==> config.mk <==
export PLATFORM = sky130hd
export DESIGN_NAME = apbdma_upsizer_flat
export DESIGN_NICKNAME = d
export VERILOG_FILES = /design/src/rtl/apbdma_pkg.sv /design/src/rtl/apbdma_upsizer_if.sv /design/src/rtl/apbdma_upsizer.sv /design/src/flat_wrapper.sv
export SDC_FILE = /design/constraint.sdc
export NUM_CORES = 1
export LEC_CHECK = 0
export ABC_AREA = 1
export BUFFER_PORTS_ARGS = -buffer_cell sky130_fd_sc_hd__buf_2
export CORE_MARGIN = 2
export CORE_UTILIZATION = 48
export CTS_CLUSTER_SIZE = 20
export DETAILED_ROUTE_END_ITERATION = 6
export PLACE_DENSITY = 0.79
export SLEW_MARGIN = 40
export SYNTH_ARGS = -nofsm -noshare
export SYNTH_HDL_FRONTEND = slang
export SYNTH_SLANG_ARGS = --single-unit
==> constraint.sdc <==
create_clock -name clk_i -period 1.3 [get_ports clk_i]
set_input_delay 0.325 -clock clk_i [delete_from_list [all_inputs] [get_ports clk_i]]
set_output_delay 0.325 -clock clk_i [all_outputs]
set_load 0.02 [all_outputs]
==> src/rtl/apbdma_pkg.sv <==
// Shared APB-DMA datapath types.
// Holds FSM state encodings used by the DMA stream adapters.
package apbdma_pkg;

  typedef enum logic {
    Fill = 1'b0,
    Full = 1'b1
  } upsizer_state_e;

endpackage

==> src/rtl/apbdma_upsizer_if.sv <==
// Narrow-in / wide-out stream bundle for the APB-DMA upsizer.
// flush_i exists only when APBDMA_UPSIZER_FLUSH_EN is defined.
interface apbdma_upsizer_if #(
  parameter int unsigned InDataWidth  = 32,
  parameter int unsigned OutDataWidth = 64
);
  logic [InDataWidth-1:0]    data_i;
  logic [InDataWidth/8-1:0]  strb_i;
  logic                      valid_i;
  logic                      ready_o;
  logic [OutDataWidth-1:0]   data_o;
  logic [OutDataWidth/8-1:0] strb_o;
  logic                      valid_o;
  logic                      ready_i;
`ifdef APBDMA_UPSIZER_FLUSH_EN
  logic                      flush_i;
`endif

  modport slave (
`ifdef APBDMA_UPSIZER_FLUSH_EN
    input  flush_i,
`endif
    input  data_i, strb_i, valid_i, ready_i,
    output ready_o, data_o, strb_o, valid_o
  );

  modport master (
`ifdef APBDMA_UPSIZER_FLUSH_EN
    output flush_i,
`endif
    output data_i, strb_i, valid_i, ready_i,
    input  ready_o, data_o, strb_o, valid_o
  );
endinterface

==> src/rtl/apbdma_upsizer.sv <==
// Narrow-to-wide stream packer, little-endian lane order.
// Define APBDMA_UPSIZER_FLUSH_EN to allow emitting partial words.
module apbdma_upsizer
  import apbdma_pkg::*;
#(
  parameter int unsigned InDataWidth  = 32,
  parameter int unsigned OutDataWidth = 64
) (
  input logic               clk_i,
  input logic               rst_ni,
  apbdma_upsizer_if.slave   bus
);

  localparam int unsigned Ratio   = OutDataWidth / InDataWidth;
  localparam int unsigned InStrbW = InDataWidth / 8;
  localparam int unsigned OutStrbW = OutDataWidth / 8;
  localparam int unsigned CntW    = (Ratio > 1) ? $clog2(Ratio) : 1;
  localparam logic [CntW-1:0] LastCnt = CntW'(Ratio - 1);

  if (Ratio < 2 || (Ratio & (Ratio - 1)) != 0
      || (InDataWidth % 8) != 0) begin : g_bad_cfg
    $error("apbdma_upsizer: Ratio must be a power of two >= 2");
  end

  upsizer_state_e        state_q, state_d;
  logic [CntW-1:0]       count_q, count_d;
  logic [OutDataWidth-1:0] data_q, data_d;
  logic [OutStrbW-1:0]   strb_q, strb_d;

  logic ready;
  logic beat;
  logic flush;

  assign ready = (state_q == Fill) || bus.ready_i;
  assign beat  = bus.valid_i && ready;

`ifdef APBDMA_UPSIZER_FLUSH_EN
  assign flush = bus.flush_i;
`else
  assign flush = 1'b0;
`endif

  always_comb begin
    state_d = state_q;
    count_d = count_q;
    data_d  = data_q;
    strb_d  = strb_q;
    unique case (state_q)
      Fill: begin
        if (beat) begin
          data_d[int'(count_q)*InDataWidth +: InDataWidth] = bus.data_i;
          strb_d[int'(count_q)*InStrbW +: InStrbW] = bus.strb_i;
        end
        if (beat && count_q == LastCnt) begin
          count_d = '0;
          state_d = Full;
        end else if (flush && (beat || count_q != '0)) begin
          count_d = '0;
          state_d = Full;
        end else if (beat) begin
          count_d = count_q + 1'b1;
        end
      end
      Full: begin
        if (bus.ready_i) begin
          // Word leaves; an overlapping beat starts the next word in lane 0.
          strb_d  = '0;
          count_d = '0;
          state_d = Fill;
          if (beat) begin
            data_d[InDataWidth-1:0] = bus.data_i;
            strb_d[InStrbW-1:0]     = bus.strb_i;
            count_d = CntW'(1);
          end
        end
      end
      default: state_d = Fill;
    endcase
  end

  always_ff @(posedge clk_i or negedge rst_ni) begin
    if (!rst_ni) begin
      state_q <= Fill;
      count_q <= '0;
      data_q  <= '0;
      strb_q  <= '0;
    end else begin
      state_q <= state_d;
      count_q <= count_d;
      data_q  <= data_d;
      strb_q  <= strb_d;
    end
  end

  assign bus.ready_o = ready;
  assign bus.valid_o = (state_q == Full);
  assign bus.data_o  = data_q;
  assign bus.strb_o  = strb_q;

endmodule

==> src/flat_wrapper.sv <==
// flat-port wrapper written by rule: the top's interface ports become plain ports
module apbdma_upsizer_flat import apbdma_pkg::*;
#(
  parameter int unsigned InDataWidth  = 32,
  parameter int unsigned OutDataWidth = 64
)
  (clk_i, rst_ni, bus_data_i, bus_strb_i, bus_valid_i, bus_ready_i, bus_ready_o, bus_data_o, bus_strb_o, bus_valid_o);
  apbdma_upsizer_if #(.InDataWidth(InDataWidth), .OutDataWidth(OutDataWidth)) bus_i ();
  input logic clk_i;
  input logic rst_ni;
  input wire logic [$bits(bus_i.data_i)-1:0] bus_data_i;
  input wire logic [$bits(bus_i.strb_i)-1:0] bus_strb_i;
  input wire logic [$bits(bus_i.valid_i)-1:0] bus_valid_i;
  input wire logic [$bits(bus_i.ready_i)-1:0] bus_ready_i;
  output wire logic [$bits(bus_i.ready_o)-1:0] bus_ready_o;
  output wire logic [$bits(bus_i.data_o)-1:0] bus_data_o;
  output wire logic [$bits(bus_i.strb_o)-1:0] bus_strb_o;
  output wire logic [$bits(bus_i.valid_o)-1:0] bus_valid_o;
  assign bus_i.data_i = bus_data_i;
  assign bus_i.strb_i = bus_strb_i;
  assign bus_i.valid_i = bus_valid_i;
  assign bus_i.ready_i = bus_ready_i;
  assign bus_ready_o = bus_i.ready_o;
  assign bus_data_o = bus_i.data_o;
  assign bus_strb_o = bus_i.strb_o;
  assign bus_valid_o = bus_i.valid_o;
  apbdma_upsizer #(.InDataWidth(InDataWidth), .OutDataWidth(OutDataWidth)) u_core (.clk_i(clk_i), .rst_ni(rst_ni), .bus(bus_i));
endmodule
==> metrics.csv, run 1 <==
metric,value,unit
synthesis.area,2963,sq um
grt_usage,22.75,%
critPathCapture,bus_valid_o,
maxSlewViolCount,0,
yosysTopAreaCellShare,62.50,%
r2r_setup_slack,0.10,ns
ys_types,13,
clockBufferDepth,2,
cp.depth,2,
antennaDiodeCount,0,
cts_tree,done,
worstPathCellList,"buf_6, buf_6",
grt_max_degree,75,
htreeDepth,3,
synth.largest_area_cell,dfrtp_1,
place_hpwl,5.231,mm
syn_inst,327,
fin_area,3930,sq um
drtAntennaViolNets,0,
route.met3.wl,463,um
synth_xor_area_share,0,%
startpoint,u_core.bus.valid_o,
setup_viol,2,
hold_violations,7,
synthAdderAreaFrac,0,%
top_layer,met4,
max_slew_margin,74.47,%
gp_congestion,0.7463,
dieArea,6817,sq um
status,"complete, but fails checks",
cts_hold_buf,0,
violations,"hold timing, setup timing",
gr-total-overflow,0,
post_drt_via_cell_ratio,5.028,
min_period,1.350,ns
required,0.98,ns
wl_per_cell,14.17,um
path_buf_inv,2,
final_common_cell,nand2_1,
worst-path-max-fanout,3,
drive_gt1_share,34.51,%
placed_area,3672,sq um
ys.warnings.count,0,
clk_pin_slew,0.08,ns
rsz0062_at_grt,true,
drc_errors,0,
maxCapViolCount,0,
power_leakage,2.287,nW
syn_nets,367,
grt_pass1_vias,2481,
antenna_found_initial,0,
met2_length,3.590,mm
m1WireLength,3.326,mm
dpl_worst_slack,0.05325,ns
areaGrowthSynthToFinish,32.64,%
io_buffers,113,
ios,114,
clkLatencyLatePin,0.34,ns
die_h,82.57,um
yosys-top-cells-area,"dfrtp_1 (63%), nand2_1 (23%), nand4_1 (7.6%)",
worstReg2RegEnd,u_core.bus.data_o[12],
fin_crit_sh,103.9,%
r2r_cells,6,
cpPeakStageDelay,0.44,ns
crit_top_cell,buf_6,
drtIter0Drc,163,
avgSynthCellArea,9.061,sq um
hold-worst-slack,-0.007685,ns
p_per_area,2767,nW/um^2
core-area,5956,sq um
synth_top_family_by_area,simple AND/OR/NAND/NOR gates,
synth_compound_area_share,0.3378,%
die_x,82.57,um
via_count,2650,
fillers,536,
layout_setup_ws,-0.05028,ns
critical_path_class,reg2out,
critPathTopFamily,flip-flops,
numCtsBuffers,9,
skew,0.007475,ns
synth_mux_area_share,0,%
start_util,49.75,%
timing.fmax,0.7406,GHz
synth-seq-area-share,62.50,%
layout_common_cells,"nand2_1 (179), buf_2 (110), dfrtp_1 (73)",
cts.sinks,74,
critPathLaunchType,register,
cp.arrival,1.03,ns
endpoint_kind,primary output,
peakVddDrop,1.417,mV
synth-simple-area-share,31.97,%
ys_seq_elements,74,
dr.pass1.iters,4,
layout.nets,487,
worstMarginPinSlew,0.3829,ns
hold_path_class,in2async,
grt_first_pass_wirelength,11.56,mm
cts_root_buffer,clkbuf_8,
cp_slowest_cell,dfrtp_2,
rows,28,
drt-total-wl,7.470,mm
r2r-start,u_core.bus.valid_o,
-- power breakdown --
group	switching, W	total (W)	leakage (nW)	internal, W
Clock	0.000827	0.00181	0.105	0.000982
Combinational	0.00333	0.00507	1.26	0.00174
Sequential	0.000596	0.00400	0.918	0.00340
Total	0.00475	0.0109	2.29	0.00613
-- metrics by stage --
step	hold slack, ns	utilization (%)	setup TNS, ns	power, W	cells
after floorplan	0.02941	-	0	0.007117	327
after global routing	0.01431	65.99	-0.1101	0.01164	527
after global placement	0.3693	61.66	0	0.008823	509
after detailed placement	0.3693	61.66	0	0.009004	509
after CTS	0.0004160	65.74	-0.09720	0.01090	527
final	-0.007685	65.99	-0.05437	0.01088	527
-- sequential cells by signal, summed over array words and instances (netlist names) --
name and count:
u_core.count_q 1, u_core.bus.strb_o 8, u_core.bus.valid_o 1, u_core.bus.data_o 64
-- final cells by class --
class,count,area (sq um),area share (%)
Timing Repair Buffer,131,785.8,19.99
Tap cell,75,93.84,2.388
Inverter,5,18.77,0.4776
Clock buffer,11,151.4,3.852
Sequential cell,74,1853,47.15
Multi-Input combinational cell,226,974.7,24.80
Clock inverter,5,52.55,1.337
-- per-layer routing --
layer,vias to the layer above,global-route usage [%]
li1,1282,-
met1,1260,30.04
met2,100,36.53
met3,8,5.109
met4,0,9.016
met5,-,0
-- cells in the mapped netlist, drive strengths merged --
library cell    n
dfrtp          74
buf            21
nand4          36
nand2         181
nand3           7
clkbuf          1
inv             5
o21ai           2
-- kinds of logic after synthesis --
family | count (synthesis)
buffers and inverters | 27
DFF | 74
and+or+nand+nor | 224
AOI/OAI and AO/OA | 2
-- timing repair --
item | 4_1_cts | 5_1_grt
setup endpoints to repair | 2 | 14
gates resized for setup | 7 | 4
pin swaps | 1 | 1
buffers inserted | 2 | 0
-- worst min path at each step --
stage	startpoint	endpoint	slack (ns)	cells past startpoint
after detailed placement	rst_ni	u_core.bus.data_o[46]	0.37	2
after CTS	rst_ni	u_core.bus.data_o[48]	0.0004	2
after global placement	rst_ni	u_core.bus.data_o[48]	0.37	2
after global routing	rst_ni	u_core.bus.data_o[46]	0.01	2
final	rst_ni	u_core.bus.data_o[46]	-0.008	2
after floorplan	rst_ni	u_core.bus.data_o[0]	0.03	0
Power figures use the tool's default switching activity.
==> run 2: changes to the inputs <==
Settings changed: BUFFER_PORTS_ARGS -buffer_cell sky130_fd_sc_hd__buf_2 to unset, CORE_UTILIZATION 48 to 52, CTS_BUF_LIST set to sky130_fd_sc_hd__clkbuf_4, DONT_BUFFER_PORTS set to 1, GPL_ROUTABILITY_DRIVEN set to 0, PLACE_DENSITY 0.79 to 0.67.
==> metrics.csv, run 2 (synthesized netlist as in run 1, its figures left out) <==
metric,value,unit
rows,27,
power_frac_comb,28.3,%
p_switching,0.004468,W
maxCapViolCount,0,
timing.fmax,0.7077,GHz
layout_setup_ws,-0.1131,ns
peakVddDrop,1.518,mV
cts.sinks,74,
fin_cells,414,
power_leakage,1.786,nW
status,"complete, but fails checks",
r2r_cells,6,
clk_pin_slew,0.12,ns
worst-path-max-fanout,3,
grt_first_pass_wirelength,11.56,mm
layout_common_cells,"nand2_1 (179), dfrtp_1 (74), nand4_1 (36)",
gr-total-overflow,0,
largest_reg_flops,64,
critPathCapture,bus_valid_o,
start_util,53.81,%
grtUsageMet2,39.16,%
drive_gt1_share,12.57,%
p_per_area,2835,nW/um^2
dpl_worst_slack,0.1086,ns
seqPwrFrac,59.0,%
place_inst,392,
endpoint_kind,primary output,
clockBufferDepth,2,
hold-worst-slack,-0.4039,ns
drtAntennaViolNets,0,
numCtsBuffers,9,
drt-total-wl,7.476,mm
grt_pass1_vias,2382,
wl_per_cell,18.06,um
ios,114,
areaGrowthSynthToFinish,11.78,%
cts_root_buffer,clkbuf_4,
place_hpwl,4.762,mm
use_met3,6.448,%
min_period,1.413,ns
fin_crit_sh,108.7,%
drc_errors,0,
worstReg2RegEnd,u_core.bus.data_o[35],
fin_area,3312,sq um
htreeDepth,3,
clkLatencyLatePin,0.40,ns
max_slew_margin,82.86,%
hold_violations,74,
via_count,2265,
critPathLaunchType,register,
dieArea,6318,sq um
grt_max_degree,75,
core-area,5507,sq um
startpoint,u_core.bus.valid_o,
final_common_cell,nand2_1,
post_drt_via_cell_ratio,5.471,
switching_share,47.59,%
maxSlewViolCount,0,
setup_viol,2,
grt_usage,24.13,%
antennaDiodeCount,0,
violations,"hold timing, setup timing",
cts_hold_buf,1,
internal-power,0.004921,W
critical_path_class,reg2out,
die_x,79.49,um
top_usage_layer,met2,
dr.pass1.iters,4,
r2r_setup_slack,0.04,ns
r2r-start,u_core.bus.valid_o,
required,0.98,ns
worstMarginPinSlew,0.2571,ns
rsz0062_at_grt,true,
placed_area,3043,sq um
cp.arrival,1.09,ns
cts_tree,done,
antenna_found_initial,0,
skew,0.01083,ns
layout.nets,377,
postLayoutCoreUtil,60.15,%
p_clk_share,12.7,%
hold_path_class,in2async,
drtIter0Drc,167,
met1_usage,29.67,%
die_h,79.49,um
io_buffers,0,
[run 2: changes by cell type in the layout (fill, tap and decap cells not counted), sizes merged]
| cell | change |
|---|---|
| clkinv | +1 |
| buf | -113 |
| clkbuf | +3 |
| bufinv | -1 |
| clkinvlp | -1 |
| dlygate4sd3 | +1 |
[run 2: stage by stage]
stage	hold WS (ns)	total power, W	setup TNS [ns]
after CTS	-0.4253	0.009167	-0.2460
after global placement	0.03076	0.007754	0
after global routing	-0.4405	0.01002	-0.4958
final	-0.4039	0.009390	-0.2231
after floorplan	0.02941	0.007117	0
after detailed placement	0.03082	0.007876	0
[run 2: final cells by class]
type	instances	area (sq um)
clock buffers	12	90.09
flip-flops and latches	74	1852
multi-input cells	226	989.7
well taps	72	90.09
fillers	493	2195
inverters	5	21.27
repair buffers	21	250.2
clock inverters	4	18.77
[run 2: power by group through the flow]
stage | combinational [W] | clock, W | sequential (W)
final | 0.00265 | 0.00119 | 0.00554
after global routing | 0.00302 | 0.00133 | 0.00568
after CTS | 0.00240 | 0.00122 | 0.00554
after detailed placement | 0.00231 | 0 | 0.00557
after global placement | 0.00220 | 0 | 0.00556
after floorplan | 0.00178 | 0 | 0.00534
[run 2: timing repair]
action / CTS / global route
gates resized for setup: 6 / 12
buffers inserted: 3 / 0
setup endpoints to repair: 2 / 44
pin swaps: 1 / 1
cloned: 0 / 2
hold endpoints to repair: 75 / 74
[run 2: routing by layer]
layer  wire length, um  part of all wire (%)
met5                 0                     0
met4               159                   2.1
met3               638                   8.5
met2              3677                    49
met1              2999                    40
[run 2: worst min path at each step]
stage                       endpoint  slack [ns]  cells after the start
2_1_floorplan   u_core.bus.data_o[0]        0.03                      0
3_3_place_gp   u_core.bus.data_o[39]        0.03                      0
3_5_place_dp   u_core.bus.data_o[39]        0.03                      0
4_1_cts        u_core.bus.data_o[20]       -0.43                      0
5_1_grt        u_core.bus.data_o[39]       -0.44                      0
6_report       u_core.bus.data_o[39]       -0.40                      0
[run 2: worst max-delay path, stage by stage, from the launching register on]
cell and delay [ns]:
dfrtp_1 0.43, buf_6 0.14, buf_6 0.12
==> run 3: changes to the inputs <==
Settings changed: CORE_UTILIZATION 52 to 65, PLACE_DENSITY 0.67 to 0.81, SLEW_MARGIN 40 to 10.
==> metrics.csv, run 3 (synthesized netlist as in run 1, its figures left out) <==
metric,value,unit
status,"complete, but fails checks",
violations,"hold timing, setup timing",
clockBufferDepth,2,
critPathLaunchType,register,
endpoint_kind,primary output,
die_h,71.52,um
io_buffers,0,
start_util,67.58,%
grt_pass1_vias,2327,
cts.sinks,74,
antenna_found_initial,0,
fin_crit_sh,115.3,%
drtAntennaViolNets,0,
rows,24,
power_leakage,2.157,nW
cts_tree,done,
clkLatencyLatePin,0.45,ns
drt-total-wl,11.13,mm
drtIter0Drc,332,
peakVddDrop,2.034,mV
worstPathCellList,"nand2_4, buf_12",
max_slew_margin,77.25,%
dr.pass1.iters,5,
cp.arrival,1.17,ns
place_hpwl,4.350,mm
hold_violations,94,
min_period,1.499,ns
critical_path_class,reg2out,
grt_usage,28.96,%
core-area,4384,sq um
setup_viol,80,
route.met3.wl,1.390,mm
drive_gt1_share,36.09,%
maxCapViolCount,0,
cts_root_buffer,clkbuf_4,
dieArea,5114,sq um
antennaDiodeCount,0,
grt_first_pass_wirelength,11.23,mm
drc_errors,0,
layout_setup_ws,-0.1987,ns
hold_path_class,in2async,
p_per_area,2869,nW/um^2
largest_reg_flops,64,
rsz0062_at_grt,true,
worstMarginPinSlew,0.3412,ns
critPathTopFamily,flip-flops,
path_buf_inv,1,
met2_length,5.261,mm
timing.fmax,0.6672,GHz
layout.nets,398,
grt_max_degree,75,
top_layer,met4,
via_count,2829,
fillers,134,
postLayoutCoreUtil,93.01,%
maxSlewViolCount,0,
required,0.98,ns
gr-total-overflow,0,
post_drt_via_cell_ratio,6.817,
clk_pin_slew,0.13,ns
htreeDepth,3,
final_common_cell,nand2_1,
cpPeakStageDelay,0.47,ns
layout_common_cells,"nand2_1 (107), dfrtp_1 (73), nand2_2 (57)",
wl_per_cell,26.82,um
hold-worst-slack,-0.4510,ns
finalPower,0.01170,W
areaGrowthSynthToFinish,37.63,%
m1WireLength,3.704,mm
numCtsBuffers,9,
worst-path-max-fanout,5,
ios,114,
skew,0.01687,ns
cp_slowest_cell,dfrtp_2,
die_x,71.52,um
run 3: cell count changes in the layout (fill, tap and decap cells not counted), sizes merged:
cell / before / now
buf: 18 / 21
bufinv: 0 / 1
clkinv: 4 / 7
inv: 5 / 4
bufbuf: 0 / 1
clkbuf: 14 / 20
dlygate4sd3: 1 / 9
run 3: metrics by stage:
stage / TNS [ns] / cell area [sq um] / setup WS, ns / std cells
6_report: -8.747 / 4078 / -0.1987 / 415
5_1_grt: -11.57 / 4078 / -0.2254 / 415
2_1_floorplan: 0 / 2963 / 0.09582 / 327
3_3_place_gp: 0 / 3005 / 0.1403 / 367
4_1_cts: -0.2731 / 3282 / -0.1488 / 391
3_5_place_dp: 0 / 3005 / 0.06607 / 367
run 3: where the power goes:
| group | internal (W) | switching (W) |
|---|---|---|
| logic | 0.00206 | 0.00250 |
| registers | 0.00338 | 0.00234 |
| clock network | 0.000564 | 0.000858 |
run 3: metal layers:
| metal | vias to the layer above | global-route usage (%) |
|---|---|---|
| li1 | 1127 | - |
| met1 | 1383 | 37.23 |
| met2 | 241 | 43.62 |
| met3 | 78 | 10.55 |
| met4 | 0 | 14.88 |
| met5 | - | 0 |
run 3: worst paths after layout:
check / from / to / slack (ns) / cells after the start
setup / recovery: u_core.bus.valid_o / bus_ready_o / -0.20 / 2
hold / removal: rst_ni / u_core.bus.strb_o[4] / -0.45 / 0
setup reg to reg: u_core.bus.valid_o / u_core.bus.data_o[61] / -0.18 / 7
hold reg to reg: u_core.bus.data_o[12] / u_core.bus.data_o[12] / 0.62 / 2
max in group asynchronous: rst_ni / u_core.bus.data_o[17] / 1.64 / 0
min in group clk_i: bus_data_i[3] / u_core.bus.data_o[35] / -0.03 / 2
run 3: final cells by class:
cell class	instances	area [sq um]	area share, %
multi-input combinational	226	1285	31.51
tap	52	65.06	1.596
timing repair buffer	42	710.7	17.43
sequential	74	1853	45.44
clock buffer	9	67.56	1.657
clock inverter	7	60.06	1.473
inverter	5	36.28	0.8898
run 3: repair_timing:
item / 4_1_cts / 5_1_grt
resized for setup: 8 / 120
hold buffers: 3 / 6
pin swaps: 1 / 16
gates cloned: 2 / 15
buffers inserted: 3 / 4
setup endpoints to repair: 2 / 75
hold endpoints to repair: 77 / 80
run 3: worst register-to-register path, stage by stage (launching register included):
cell       delay [ns]
dfrtp_2          0.47
buf_6            0.14
inv_6            0.06
nand3_4          0.22
clkinv_8         0.18
clkbuf_16        0.19
nand2_2          0.05
nand2_1          0.10
